File: src/rtl/interp_tile_walker.sv
// Tile walker for the plane-equation interpolator. It accepts a tile job, pulses setup and waits
// for the coefficients to settle, then scans the tile row-major into a backpressured pixel stream.
module interp_tile_walker #(
    parameter int TILE_LOG2  = 5,
    parameter int SETUP_WAIT = 1,
    parameter int DATA_W     = 32
) (
    input  logic                        clock_i,
    input  logic                        reset_i,
    input  logic                        tri_valid_i,
    output logic                        tri_ready_o,
    input  logic [4:0]                  tile_x_i,
    input  logic [4:0]                  tile_y_i,
    output logic                        ip_setup_o,
    output logic signed [TILE_LOG2+5:0] ip_x_ps_o,
    output logic signed [TILE_LOG2+5:0] ip_y_ps_o,
    input  logic signed [DATA_W-1:0]    ip_value_i,
    output logic                        px_valid_o,
    input  logic                        px_ready_i,
    output logic [TILE_LOG2-1:0]        px_x_o,
    output logic [TILE_LOG2-1:0]        px_y_o,
    output logic signed [DATA_W-1:0]    px_value_o,
    output logic                        px_first_o,
    output logic                        px_last_o,
    output logic                        busy_o,
    output logic                        done_o
);

    typedef enum logic [1:0] {
        S_IDLE,
        S_WAIT,
        S_WALK,
        S_DRAIN
    } state_t;

    localparam logic [TILE_LOG2-1:0] CMAX      = '1;
    localparam logic [3:0]           WAIT_INIT = 4'(SETUP_WAIT);

    state_t                     state_q, state_d;
    logic [TILE_LOG2-1:0]       cx_q, cx_d;
    logic [TILE_LOG2-1:0]       cy_q, cy_d;
    logic [3:0]                 wait_q, wait_d;
    logic [4:0]                 tile_x_q, tile_x_d;
    logic [4:0]                 tile_y_q, tile_y_d;
    logic                       px_valid_q, px_valid_d;
    logic [TILE_LOG2-1:0]       px_x_q, px_x_d;
    logic [TILE_LOG2-1:0]       px_y_q, px_y_d;
    logic signed [DATA_W-1:0]   px_value_q, px_value_d;
    logic                       px_first_q, px_first_d;
    logic                       px_last_q, px_last_d;
    logic                       done_q, done_d;
    logic                       load;
    logic                       at_end;

    always_ff @(posedge clock_i or posedge reset_i) begin
        if (reset_i) begin
            state_q    <= S_IDLE;
            cx_q       <= '0;
            cy_q       <= '0;
            wait_q     <= '0;
            tile_x_q   <= '0;
            tile_y_q   <= '0;
            px_valid_q <= 1'b0;
            px_x_q     <= '0;
            px_y_q     <= '0;
            px_value_q <= '0;
            px_first_q <= 1'b0;
            px_last_q  <= 1'b0;
            done_q     <= 1'b0;
        end else begin
            state_q    <= state_d;
            cx_q       <= cx_d;
            cy_q       <= cy_d;
            wait_q     <= wait_d;
            tile_x_q   <= tile_x_d;
            tile_y_q   <= tile_y_d;
            px_valid_q <= px_valid_d;
            px_x_q     <= px_x_d;
            px_y_q     <= px_y_d;
            px_value_q <= px_value_d;
            px_first_q <= px_first_d;
            px_last_q  <= px_last_d;
            done_q     <= done_d;
        end
    end

    // A load fills the output slot whenever it is empty or being drained this cycle.
    assign load   = (state_q == S_WALK) && (!px_valid_q || px_ready_i);
    assign at_end = (cx_q == CMAX) && (cy_q == CMAX);

    always_comb begin
        state_d    = state_q;
        cx_d       = cx_q;
        cy_d       = cy_q;
        wait_d     = wait_q;
        tile_x_d   = tile_x_q;
        tile_y_d   = tile_y_q;
        px_valid_d = px_valid_q;
        px_x_d     = px_x_q;
        px_y_d     = px_y_q;
        px_value_d = px_value_q;
        px_first_d = px_first_q;
        px_last_d  = px_last_q;
        done_d     = 1'b0;

        case (state_q)
            S_IDLE: begin
                if (tri_valid_i) begin
                    tile_x_d = tile_x_i;
                    tile_y_d = tile_y_i;
                    cx_d     = '0;
                    cy_d     = '0;
                    wait_d   = WAIT_INIT;
                    state_d  = (WAIT_INIT == 4'd0) ? S_WALK : S_WAIT;
                end
            end
            S_WAIT: begin
                wait_d = wait_q - 4'd1;
                if (wait_q <= 4'd1) begin
                    state_d = S_WALK;
                end
            end
            S_WALK: begin
                if (load) begin
                    px_value_d = ip_value_i;
                    px_x_d     = cx_q;
                    px_y_d     = cy_q;
                    px_first_d = (cx_q == '0) && (cy_q == '0);
                    px_last_d  = at_end;
                    px_valid_d = 1'b1;
                    // The final pixel parks the counters at (max,max) instead of wrapping.
                    if (at_end) begin
                        state_d = S_DRAIN;
                    end else begin
                        cx_d = cx_q + 1'b1;
                        if (cx_q == CMAX) begin
                            cy_d = cy_q + 1'b1;
                        end
                    end
                end
            end
            S_DRAIN: begin
                if (px_ready_i) begin
                    px_valid_d = 1'b0;
                    done_d     = 1'b1;
                    state_d    = S_IDLE;
                end
            end
            default: begin
                state_d = S_IDLE;
            end
        endcase
    end

    assign tri_ready_o = (state_q == S_IDLE);
    assign ip_setup_o  = tri_valid_i && tri_ready_o;
    assign busy_o      = (state_q != S_IDLE);
    assign ip_x_ps_o   = {1'b0, tile_x_q, cx_q};
    assign ip_y_ps_o   = {1'b0, tile_y_q, cy_q};
    assign px_valid_o  = px_valid_q;
    assign px_x_o      = px_x_q;
    assign px_y_o      = px_y_q;
    assign px_value_o  = px_value_q;
    assign px_first_o  = px_first_q;
    assign px_last_o   = px_last_q;
    assign done_o      = done_q;

endmodule
File: config.mk
export PLATFORM = sky130hd
export DESIGN_NAME = interp_tile_walker
export DESIGN_NICKNAME = d
export VERILOG_FILES = /design/src/rtl/interp_tile_walker.sv
export SDC_FILE = /design/constraint.sdc
export NUM_CORES = 1
export LEC_CHECK = 0
export CAP_MARGIN = 30
export CORE_ASPECT_RATIO = 0.9
export CORE_MARGIN = 2
export CORE_UTILIZATION = 56
export CTS_CLUSTER_SIZE = 25
export DETAILED_ROUTE_END_ITERATION = 10
export DONT_BUFFER_PORTS = 1
export GPL_TIMING_DRIVEN = 0
export PLACE_DENSITY = 0.82
export SYNTH_ARGS = -nofsm -noshare
export SYNTH_HDL_FRONTEND = slang
export SYNTH_SLANG_ARGS = --single-unit
File: constraint.sdc
create_clock -name clock_i -period 2.24 [get_ports clock_i]
set_clock_uncertainty 0.05 [all_clocks]
set_input_delay 0.56 -clock clock_i [delete_from_list [all_inputs] [get_ports clock_i]]
set_output_delay 0.56 -clock clock_i [all_outputs]
set_load 0.1 [all_outputs]
==> results.toml, run 1 <==
[logic_synthesis]
ys_seq_area_share_pct = 57.0
synth.top_cell.area_share_pct = 57.0
synth_area_um2 = 3160
yosys_warnings = 0
synthTopCellsByArea = "dfrtp_1 57%, mux2_2 18%, ha_1 5.1%"
netlist_instances = 244
synth_area_leader_cell = "dfrtp_1"
async_flop_share_pct = 100
avgSynthCellArea_um2 = 13.0
ys_ff_latch = 72
synth_ff_type = "dfrtp_1"
yosysUniqueCellTypes = 37
synth_edf_count = 0

[critical_path]
cp-start-kind = "flip-flop"
cp_cell_sequence = "inv_2 > ha_4 > clkinvlp_4"
crit_type = "flip-flop to output pin"
critPathRequiredTime_ps = 1630
setup.worst_path.start = "state_q[1]$_DFFE_PP0P_"
cp.depth = 3
critPathCapture = "busy_o"
crit-reg2reg-launch = "state_q[1]$_DFFE_PP0P_"
arrival_ps = 1810
critPathCaptureType = "output pin"
critPathBufInv = 2
crit_family = "buffers and inverters"
ff2ff_setup_slack_ps = -110
slowest_stage = "clkinvlp_4"
reg2reg_depth = 6
crit_fanout = 6
max_stage_delay_ps = 600
timing.rr.end = "cy_q[1]$_DFFE_PP0P_"

[drt]
viasPerCell = 5.76
wl_um = 6310
first_pass_iters = 4
drc = 0
drt.antenna.violating_nets = 0
num_vias = 1971
routedWlPerCell_um = 18.4
drt-initial-drc-count = 101

[grt]
grt_pass1_wl_um = 9530
first_global_vias = 1931
antenna_found_initial = 0
track_usage_pct = 19.9
grt.overflow.total = 0
grt_max_degree = 29

[power]
vdd_drop_max_mv = 0.696
clkPwrFrac_pct = 27.2
swShare_pct = 44.2
p_sw_uw = 1750
power.density_nw_per_um2 = 1050
p_int_uw = 2210
p_comb_share_pct = 7.6
seqPwrFrac_pct = 65.2
leakage_uw = 0.00177

[clock_network]
cts-buffers-inserted = 9
clockBufferDepth = 2
cts_tree = "done"
clk_latency_ps = 340
cts_root_buf = "clkbuf_8"
h-tree-depth = 3
cts.clk_slew.worst_paths_ps = 80
cts.sinks = 72

[placed_design]
port_buffers = 0
dpl.hpwl_um = 4510
finalWeightedCongestion = 0.772

[floorplan]
die_y_um = 75.3
floorplan.io_pins = 117
rows = 25
core-area_um2 = 5350
initial_core_util_pct = 59.1
die_w_um = 83.2
die_area_um2 = 6270

[hold_path]
min_path_type = "input port to asynchronous set/reset pin"

[sta]
tightest_slew_ps = 925
report.final.slew_viol_count = 0
finalCriticalPeriod_ps = 2420
hold_ws_ps = 86.7
setup_viol = 9
relSlewSlack_pct = 38.3
max_freq_mhz = 414
final_hold_viol_count = 0
setup_tns_ps = -901
rsz0062_at_grt = "true"
fin_crit_sh_pct = 108
fin_ws_ps = -175

[layout]
diodes = 0
fin_nets = 330
drive_gt1_share_pct = 44.7
syn_to_final_growth_pct = 19.7

[outcome]
status = "complete, but fails checks"
violations = "negative setup slack"

[job]
max_cap_viol_count = 0
-- worst min-delay path by stage --
stage	startpoint	slack (ps)	end
floorplan	wait_q[1]$_DFFE_PP0P_	420	wait_q[1]$_DFFE_PP0P_
global route	reset_i	100	px_value_o[30]$_DFFE_PP0P_
finish	reset_i	90	px_value_o[7]$_DFFE_PP0P_
global placement	wait_q[1]$_DFFE_PP0P_	450	wait_q[1]$_DFFE_PP0P_
detailed placement	wait_q[1]$_DFFE_PP0P_	450	wait_q[1]$_DFFE_PP0P_
CTS	reset_i	90	px_value_o[2]$_DFFE_PP0P_
-- routing by layer --
| layer | wire (um) | up-vias | share of wire [%] | track usage [%] |
|---|---|---|---|---|
| li1 | - | 911 | - | - |
| met5 | 0 | - | 0 | 0 |
| met4 | 94 | 0 | 1.5 | 8.01 |
| met1 | 2530 | 967 | 40 | 22.8 |
| met2 | 3190 | 84 | 51 | 33.2 |
| met3 | 500 | 9 | 7.9 | 9.21 |
-- timing repair --
action | CTS | global route
endpoints found under the setup margin | 52 | 13
gates resized for setup | 21 | 9
hold buffers | 0 | 0
setup buffers | 6 | 5
pin swaps | 6 | 9
-- cells by family after synthesis --
group	after synthesis	share of synthesized area [%]
compound gates	35	7.87
fa+ha+maj	13	5.14
buf+inv	27	4.15
flops	72	57.0
mux	52	18.4
other cells	1	0.119
simple gates	44	7.32
-- flip-flops by register name, summed over array words and instances (netlist names) --
register	count
wait_q	4
state_q	2
tile_x_q	5
px_valid_o	1
px_x_o	5
cy_q	5
done_o	1
px_value_o	32
tile_y_q	5
px_first_o	1
px_y_o	5
px_last_o	1
cx_q	5
-- synthesized netlist by cell type (all sizes together), types with 3 or more instances --
| library cell | n |
|---|---|
| a22o | 4 |
| a21o | 3 |
| dfrtp | 72 |
| nand2 | 15 |
| inv | 16 |
| o21ai | 13 |
| buf | 10 |
| mux2 | 50 |
| a31oi | 4 |
| ha | 13 |
| and3 | 3 |
| nor3 | 3 |
| nand3 | 5 |
| nor2 | 6 |
| a21oi | 4 |
-- area by class of cell --
class	count	area [um2]
Buffer	11	81.3
Clock buffer	10	128
Clock inverter	5	83.8
Fill cell	354	1560
Inverter	16	71.3
Multi-Input combinational cell	146	1340
Sequential cell	72	1820
Tap cell	67	83.8
Timing Repair Buffer	15	176
-- placed cells by master (no fill, tap or decap), drive strengths merged --
master / n
a21boi: 1
a21o: 3
a21oi: 4
a22o: 4
a2bb2oi: 1
a31oi: 4
and2: 1
and3: 3
and4b: 1
buf: 25
bufinv: 2
clkbuf: 11
clkinv: 1
clkinvlp: 5
conb: 2
dfrtp: 72
ha: 13
inv: 13
mux2: 50
mux2i: 2
nand2: 15
nand2b: 2
nand3: 5
nand3b: 1
nand4: 2
nand4b: 1
nor2: 6
nor2b: 1
nor3: 3
nor4: 1
o211ai: 2
o21ai: 13
o221ai: 1
o22ai: 1
o31ai: 1
or3: 2
-- through the flow --
stage	area, um2	setup slack, ps	utilization (%)	total power, uW	std cells
CTS	3700	-201	69.1	3960	337
global placement	3290	-166	61.5	2830	312
finish	3790	-175	70.8	3960	342
global route	3790	-245	70.8	4100	342
floorplan	3210	-1.86	-	2760	245
detailed placement	3380	-266	63.1	2860	316
-- power by group through the flow --
| stage | sequential (uW) | combinational [uW] | clock [uW] |
|---|---|---|---|
| after floorplan | 2530 | 223 | 0 |
| after detailed placement | 2590 | 270 | 0 |
| after global routing | 2600 | 333 | 1170 |
| final | 2580 | 302 | 1080 |
| after global placement | 2580 | 246 | 0 |
| after CTS | 2580 | 279 | 1100 |
(Power assumes the default switching activity.)
==> run 2: changes to the inputs <==
--- a/config.mk
+++ b/config.mk
@@ -7,13 +7,13 @@
 export LEC_CHECK = 0
 export CAP_MARGIN = 30
 export CORE_ASPECT_RATIO = 0.9
-export CORE_MARGIN = 2
-export CORE_UTILIZATION = 56
+export CORE_MARGIN = 10
+export CORE_UTILIZATION = 50
 export CTS_CLUSTER_SIZE = 25
 export DETAILED_ROUTE_END_ITERATION = 10
 export DONT_BUFFER_PORTS = 1
 export GPL_TIMING_DRIVEN = 0
-export PLACE_DENSITY = 0.82
+export PLACE_DENSITY = 0.76
 export SYNTH_ARGS = -nofsm -noshare
 export SYNTH_HDL_FRONTEND = slang
 export SYNTH_SLANG_ARGS = --single-unit
==> run 2 against run 1 <==
The run still ends with negative setup slack left. Die area increased by 58%. First-iteration DRC count shrank 12%. Register-to-register slack worse by 20 ps. Non-clock buffer count increased by 3. Critical path depth unchanged. Global-route usage fell by 6.1 points. Clock-buffer cell count grew 1. Total power grew 3.5%. Flip-flop and latch count did not move.
==> results.toml, run 2 (same netlist as run 1, synthesis figures left out) <==
[critical_path]
cp-start-kind = "flip-flop"
critPathRequiredTime_ps = 1630
critPathCaptureType = "output pin"
reg2reg_depth = 5
crit_fanout = 6
arrival_ps = 1840
crit-reg2reg-launch = "state_q[0]$_DFFE_PP0P_"
crit_type = "flip-flop to output pin"
timing.rr.end = "cy_q[1]$_DFFE_PP0P_"
ff2ff_setup_slack_ps = -130

[power]
power.density_nw_per_um2 = 1060
vdd_drop_max_mv = 0.584
leakage_uw = 0.00179

[placed_design]
finalWeightedCongestion = 0.755
port_buffers = 0
dpl.hpwl_um = 5260
dp_cells = 335
place_ws_ps = -190

[sta]
setup_viol = 10
report.final.slew_viol_count = 0
fin_ws_ps = -207
tightest_slew_ps = 928
hold_ws_ps = 119
relSlewSlack_pct = 38.2
setup_tns_ps = -847
final_hold_viol_count = 0
max_freq_mhz = 409
fin_crit_sh_pct = 109
finalCriticalPeriod_ps = 2450
rsz0062_at_grt = "true"

[grt]
grt_max_degree = 43
track_usage_pct = 13.7
antenna_found_initial = 0
grt.overflow.total = 0
grt_pass1_wl_um = 10800
first_global_vias = 1998

[outcome]
violations = "negative setup slack"
status = "complete, but fails checks"

[floorplan]
core-area_um2 = 6150
die_area_um2 = 9910
die_w_um = 104
initial_core_util_pct = 51.4
rows = 27
die_y_um = 95.5
floorplan.io_pins = 117

[clock_network]
cts.sinks = 72
cts.clk_slew.worst_paths_ps = 80
h-tree-depth = 3
clk_latency_ps = 350
ctsHoldBuffers = 0
cts-buffers-inserted = 9
cts_tree = "done"
clockBufferDepth = 2
cts_root_buf = "clkbuf_8"

[layout]
fin_util_pct = 62.7
fillers = 502
multiInputGateArea_um2 = 1340
syn_to_final_growth_pct = 21.9
final_cells = 366
layout_commonest_cell = "dfrtp_1"
fin_nets = 333
final-seq-area_um2 = 1820
layout_common_cells = "63 x dfrtp_1, 50 x mux2_2, 15 x buf_4, 14 x nand2_1, 13 x o21ai_0"
largest_reg_flops = 32
drive_gt1_share_pct = 45.2
diodes = 0

[drt]
routedWlPerCell_um = 19.3
drc = 0
wl_um = 7050
drt.antenna.violating_nets = 0
num_vias = 2007
first_pass_iters = 6
drt-initial-drc-count = 89
viasPerCell = 5.48

[hold_path]
min_path_type = "input port to asynchronous set/reset pin"

[job]
max_cap_viol_count = 0
[run 2: report_power, final]
| group | switching [uW] | total [uW] | leakage, uW | internal, uW |
|---|---|---|---|---|
| clock | 490 | 1190 | 0.000118 | 697 |
| sequential | 1120 | 2550 | 0.000858 | 1420 |
| combinational | 182 | 370 | 0.000819 | 188 |
| total | 1790 | 4100 | 0.00179 | 2310 |
[run 2: final cells by class]
class,instances,share of cell area [%]
Buffer,11,2.11
Clock buffer,11,3.93
Clock inverter,5,2.27
Inverter,16,1.85
Multi-Input combinational cell,146,34.7
Sequential cell,72,47.3
Tap cell,87,2.82
Timing Repair Buffer,18,5.06
[run 2: worst max-delay path, stage by stage (launching register included)]
cell	delay, ps
dfrtp_1	400
inv_2	80
ha_4	380
clkinvlp_4	630
[run 2: layer usage]
layer	up-vias	track usage [%]	wire length (um)
met1	1000	14.5	2760
li1	911	-	-
met3	6	9.31	888
met2	90	22.2	3340
met5	-	0	0
met4	0	3.94	63
[run 2: through the flow]
step	power, uW	cell area [um2]
after floorplan	2760	3210
after global placement	2850	3320
after detailed placement	2910	3390
after CTS	4130	3740
after global routing	4250	3850
final	4100	3850
[run 2: repair_timing]
item	CTS	global route
pin swaps	5	9
setup buffers	6	9
gates resized for setup	21	7
setup endpoints to repair	52	13
[run 2: how the worst max path moves through the flow]
| stage | startpoint | endpoint | slack, ps | depth (start not counted) |
|---|---|---|---|---|
| after floorplan | state_q[1]$_DFFE_PP0P_ | cx_q[0]$_DFFE_PP0P_ | -2 | 6 |
| after detailed placement | cx_q[3]$_DFFE_PP0P_ | state_q[1]$_DFFE_PP0P_ | -190 | 6 |
| after global routing | state_q[1]$_DFFE_PP0P_ | busy_o | -290 | 3 |
| after global placement | cx_q[3]$_DFFE_PP0P_ | state_q[1]$_DFFE_PP0P_ | -160 | 6 |
| after CTS | state_q[0]$_DFFE_PP0P_ | busy_o | -220 | 3 |
| final | state_q[0]$_DFFE_PP0P_ | busy_o | -210 | 3 |
==> RTL change 1, RTL diff (config.mk and constraints of run 1) <==
The parameter `DATA_W` goes from 32 to 40.
--- a/src/rtl/interp_tile_walker.sv
+++ b/src/rtl/interp_tile_walker.sv
@@ -3,7 +3,7 @@
 module interp_tile_walker #(
     parameter int TILE_LOG2  = 5,
     parameter int SETUP_WAIT = 1,
-    parameter int DATA_W     = 32
+    parameter int DATA_W     = 40
 ) (
     input  logic                        clock_i,
     input  logic                        reset_i,
Interface: changed (resized ip_value_i and px_value_o); port bits go from 117 to 133. No check against the original RTL was run, so the function may have changed too.
==> RTL change 1 against run 1 <==
  * The flow still finishes with violations (negative setup slack)
  * Hold slack got worse by 0.016 ns
  * Routed wire length increased by 9.0%
  * Critical path depth unchanged
  * Final area increased by 3.6%
  * Area after synthesis grew 7.3%
  * Sequential cell count is 8 higher
  * Power rose by 12%
  * Worst setup slack improved by 0.0095 ns
  * Critical endpoint unchanged
  * Highest routed layer unchanged
==> RTL change 1: results (changes against run 1) <==
Post-placement cell count - 326 (was 316)
Status - finished with violations (unchanged)
Longest individual stage delay on the worst path - 0.55 ns (was 0.60 ns)
Fin Setup TNS - -0.270 ns (was -0.901 ns)
Flop+latch power - 2.98 mW (was 2.58 mW)
Number of nets in the final layout - 343 (was 330)
Cell internal power dissipation - 2.31 mW (was 2.21 mW)
Setup violators final - 2 (was 9)
Setup slack after placement - -0.367 ns (was -0.266 ns)
Post-synth top area share - 0.590 (was 0.570)
Layout cell share with drive strength beyond 1 - 0.438 (was 0.447)
Worst Tran Pin Value - 0.958 ns (was 0.925 ns)
Number of global-route vias before repair - 2084 (was 1931)
Dpl hpwl - 4910 microns (was 4510 microns)
Largest vdd supply drop - 0.670 mV (was 0.696 mV)
First-pass GRT wire length - 10900 microns (was 9530 microns)
Smallest setup slack after layout - -0.166 ns (was -0.175 ns)
Power share of the clock group - 0.250 (was 0.272)
Post-synth cell types - 30 (was 37)
Share of synthesized area occupied by flip-flops and latches - 0.590 (was 0.570)
Total chip power - 4.42 mW (was 3.96 mW)
Largest net degree at the start of global routing - 36 (was 29)
Number of fillers in the final layout - 411 (was 354)
Total placed instance area - 3560 sq um (was 3380 sq um)
Violated checks - negative setup slack (unchanged)
Initial drt markers - 112 (was 101)
==> RTL change 1: cell families after synthesis <==
| logic type | after synthesis | share of synthesized area |
|---|---|---|
| flip-flops | 80 | 0.590 |
| multiplexers | 63 | 0.207 |
| AND/OR/NAND/NOR | 45 | 0.0690 |
| AO/OA/AOI/OAI | 26 | 0.0505 |
| buffers and inverters | 25 | 0.0343 |
| adder cells (fa/ha/maj) | 13 | 0.0479 |
| other | 1 | 0.00111 |
==> RTL change 1: repair_timing <==
item	CTS	global route
pin swaps	4	3
resized for setup	22	4
buffers inserted	8	2
setup endpoints to repair	61	18
==> RTL change 1: worst reg2reg max path: cells and delay by family (launching register included) <==
kind,cells,cell delay (ns)
AO/OA/AOI/OAI,2,0.35
adder cells (fa/ha/maj),2,0.41
flip-flops,1,0.65
AND/OR/NAND/NOR,3,0.69
==> RTL change 1: worst paths after layout <==
kind | to | start | slack (ns)
worst max-delay path | busy_o | state_q[0] | -0.17
max in group asynchronous | tile_y_q[1] | reset_i | 1.52
worst min register to register | wait_q[1] | wait_q[1] | 0.47
min in group clock_i | px_value_o[39] | ip_value_i[39] | 0.30
worst max register to register | cx_q[3] | cx_q[1] | 0.02
worst min-delay path | px_value_o[27] | reset_i | 0.07
==> RTL change 1: area by class of cell <==
type                       count  area [sq um]  share of cell area
clock buffer                   9           124              0.0316
inverter                      15          67.6              0.0172
multi-input combinational    149          1350               0.344
timing repair buffer          12           123              0.0313
buffer                         9          57.6              0.0147
tap                           70          87.6              0.0223
clock inverter                 7          86.3              0.0220
sequential                    80          2030               0.517
==> RTL change 1: metal layers <==
| metal | wire length (microns) | global-route usage |
|---|---|---|
| met1 | 2650 | 0.254 |
| met2 | 3400 | 0.343 |
| met3 | 707 | 0.0957 |
| met4 | 123 | 0.0667 |
| met5 | 0 | 0 |
==> RTL change 2, RTL diff (flow settings as in run 1) <==
Without the edit above. Reset style: synchronous (`reset_i`), changed in one clocked block.
--- a/src/rtl/interp_tile_walker.sv
+++ b/src/rtl/interp_tile_walker.sv
@@ -52,7 +52,7 @@
     logic                       load;
     logic                       at_end;
 
-    always_ff @(posedge clock_i or posedge reset_i) begin
+    always_ff @(posedge clock_i) begin
         if (reset_i) begin
             state_q    <= S_IDLE;
             cx_q       <= '0;
Check against the original RTL: differs if reset_i is asserted again (counterexample within 4 cycles, from zero or initial values and one cycle with reset_i high); with reset_i held inactive, the same outputs for 10 cycles.
==> RTL change 2 against run 1 <==
  * The flow still finishes with violations (negative setup slack)
  * Register-to-register slack better by 0.12 ns
  * Critical path depth unchanged
  * Area after synthesis down 7.8%
  * Routed wire length up 17%
  * Maximum frequency up 4.8%
  * Sequential cell count unchanged
  * Final area down 7.1%
  * Hold slack better by 0.20 ns
  * Die area down 7.4%
  * Worst setup slack better by 0.11 ns
Power is not compared: it rests on default switching activity, and its combinational part moved more than twofold at a synthesized area within 25%.
==> RTL change 2: results (changes against run 1) <==
Status - finished with violations (unchanged)
Violated checks - negative setup slack (unchanged)
Largest vdd supply drop - 1.12 mV
Initial drt markers - 103 (was 101)
Maximum clock path buffer count - 2 (unchanged)
Layout cell share with drive strength beyond 1 - 0.159 (was 0.447)
Overall global routing resource usage - 0.249 (was 0.199)
Flip-flop count of the largest register, all copies and words added - 32 (unchanged)
CTS Buf Count - 9 (unchanged)
First-pass GRT wire length - 11100 microns (was 9530 microns)
Worst Tran Pin Value - 1.01 ns (was 0.925 ns)
Setup slack after placement - -0.121 ns (was -0.266 ns)
Drt pass-1 iters - 4 (unchanged)
Clock-pin slew on the worst setup and hold paths - 0.08 ns (about the same)
Top cells by area in the synthesized netlist - sky130_fd_sc_hd__dfxtp_1, sky130_fd_sc_hd__nand2_1, sky130_fd_sc_hd__a21oi_1, sky130_fd_sc_hd__ha_1, sky130_fd_sc_hd__clkbuf_1 (was sky130_fd_sc_hd__dfrtp_1, sky130_fd_sc_hd__mux2_2, sky130_fd_sc_hd__ha_1, sky130_fd_sc_hd__o21ai_0, sky130_fd_sc_hd__inv_1)
DR WL/cell - 16.2 microns (was 18.4 microns)
Post-synth cell types - 34 (was 37)
Antenna cell count - 0 (unchanged)
Number of nets in the final layout - 445 (was 330)
Category of cells accounting for the largest share of critical-path delay - buffers and inverters (unchanged)
Number of fillers in the final layout - 393 (was 354)
Number of global-route vias before repair - 2411 (was 1931)
Share of synthesized area occupied by flip-flops and latches - 0.494 (was 0.570)
Fraction of registers with async set or reset after synthesis - 0 (was 1.00)
Number of warnings issued by yosys - 0 (unchanged)
Clk Latency, worst-skew pair - 0.34 ns (about the same)
Largest fanout on the critical path - 5 (was 6)
Leakage dissipation - 1.25 nW
Kind of path behind the tightest hold check - in -> reg (was in -> async)
Dpl hpwl - 5210 microns (was 4510 microns)
Via-to-Cell Ratio - 5.59 (was 5.76)
Largest net degree at the start of global routing - 14 (was 29)
WP data arrival - 1.70 ns (was 1.81 ns)
PortBufs - 0 (unchanged)
H-tree depth - 3 (unchanged)
Number of antenna violations at the first check in global routing - 0 (unchanged)
Setup violators final - 2 (was 9)
Smallest setup slack after layout - -0.0654 ns (was -0.175 ns)
Root buffer cell - sky130_fd_sc_hd__clkbuf_8 (unchanged)
Routability cong. - 0.770 (was 0.772)
Longest individual stage delay on the worst path - 0.55 ns (was 0.60 ns)
Crit-path slowest cell - sky130_fd_sc_hd__clkinvlp_4 (unchanged)
Total placed instance area - 3110 sq um (was 3380 sq um)
Top post-synthesis cells by count - sky130_fd_sc_hd__nand2_1, sky130_fd_sc_hd__dfxtp_1, sky130_fd_sc_hd__a21oi_1, sky130_fd_sc_hd__clkbuf_1, sky130_fd_sc_hd__inv_1 (was sky130_fd_sc_hd__dfrtp_1, sky130_fd_sc_hd__mux2_2, sky130_fd_sc_hd__inv_1, sky130_fd_sc_hd__nand2_1)
## RTL change 2: cell types whose count changed after synthesis, moves of 7 or more
cell / change
sky130_fd_sc_hd__mux2_2: -50
sky130_fd_sc_hd__o21ai_0: -7
sky130_fd_sc_hd__dfrtp_1: -72
sky130_fd_sc_hd__nand2_1: +103
sky130_fd_sc_hd__clkbuf_1: +14
sky130_fd_sc_hd__dfxtp_1: +72
sky130_fd_sc_hd__a21oi_1: +59
## RTL change 2: final timing paths
kind              slack, ns  depth (start not counted)          start             to
setup / recovery      -0.07                          3     state_q[0]         busy_o
hold / removal         0.29                          2  ip_value_i[1]  px_value_o[1]
setup reg to reg       0.01                          7        cx_q[0]        cx_q[3]
hold reg to reg        0.45                          2      wait_q[3]      wait_q[3]
## RTL change 2: power breakdown
part / switching (mW) / internal [mW]
clock: 0.499 / 0.731
combinational: 1.05 / 0.537
sequential: 1.20 / 1.48
total: 2.74 / 2.75
## RTL change 2: cells by family (layout without fill, tap and decap cells)
kind of cell / Yosys count / after routing / synth area share
and+or+nand+nor: 157 / 157 / 0.229
AOI/OAI and AO/OA: 83 / 83 / 0.163
DFF: 72 / 72 / 0.494
buffers and inverters: 36 / 62 / 0.0515
adders and majority gates: 13 / 13 / 0.0557
xor gates and xnor gates: 2 / 2 / 0.00600
other: 1 / 2 / 0.00129
## RTL change 2: layer usage
metal / vias to the layer above / part of all wire / global-route usage / routed length, microns
met5: - / 0 / 0 / 0
met4: 0 / 0.0075 / 0.0772 / 55
met3: 6 / 0.093 / 0.114 / 688
met2: 105 / 0.51 / 0.443 / 3760
met1: 1194 / 0.39 / 0.264 / 2860
li1: 1244 / - / - / -
## RTL change 2: cell type report
class / count / area [sq um] / share of cell area
Clock inverter: 5 / 85.1 / 0.0242
Clock buffer: 11 / 163 / 0.0462
Buffer: 21 / 110 / 0.0313
Sequential cell: 72 / 1470 / 0.418
Inverter: 15 / 60.1 / 0.0171
Multi-Input combinational cell: 257 / 1430 / 0.406
Tap cell: 65 / 81.3 / 0.0231
Timing Repair Buffer: 10 / 119 / 0.0338
## RTL change 2: metrics by stage
| step | setup TNS, ns | total power, mW | hold WS (ns) | util | std cells |
|---|---|---|---|---|---|
| CTS | -0.0944 | 5.47 | 0.271 | 0.701 | 453 |
| global placement | -1.53 | 4.08 | 0.423 | 0.618 | 430 |
| floorplan | 0 | 3.84 | 0.408 | - | 365 |
| finish | -0.0716 | 5.49 | 0.288 | 0.714 | 456 |
| detailed placement | -1.48 | 4.17 | 0.439 | 0.632 | 433 |
| global route | -0.398 | 5.73 | 0.271 | 0.714 | 456 |
## RTL change 2: what timing repair did
action                                  4_1_cts  5_1_grt
gates resized for setup                      19        7
buffers inserted                              4        3
endpoints found under the setup margin       46       13
hold buffers                                  0        0
pin swaps                                     4        6
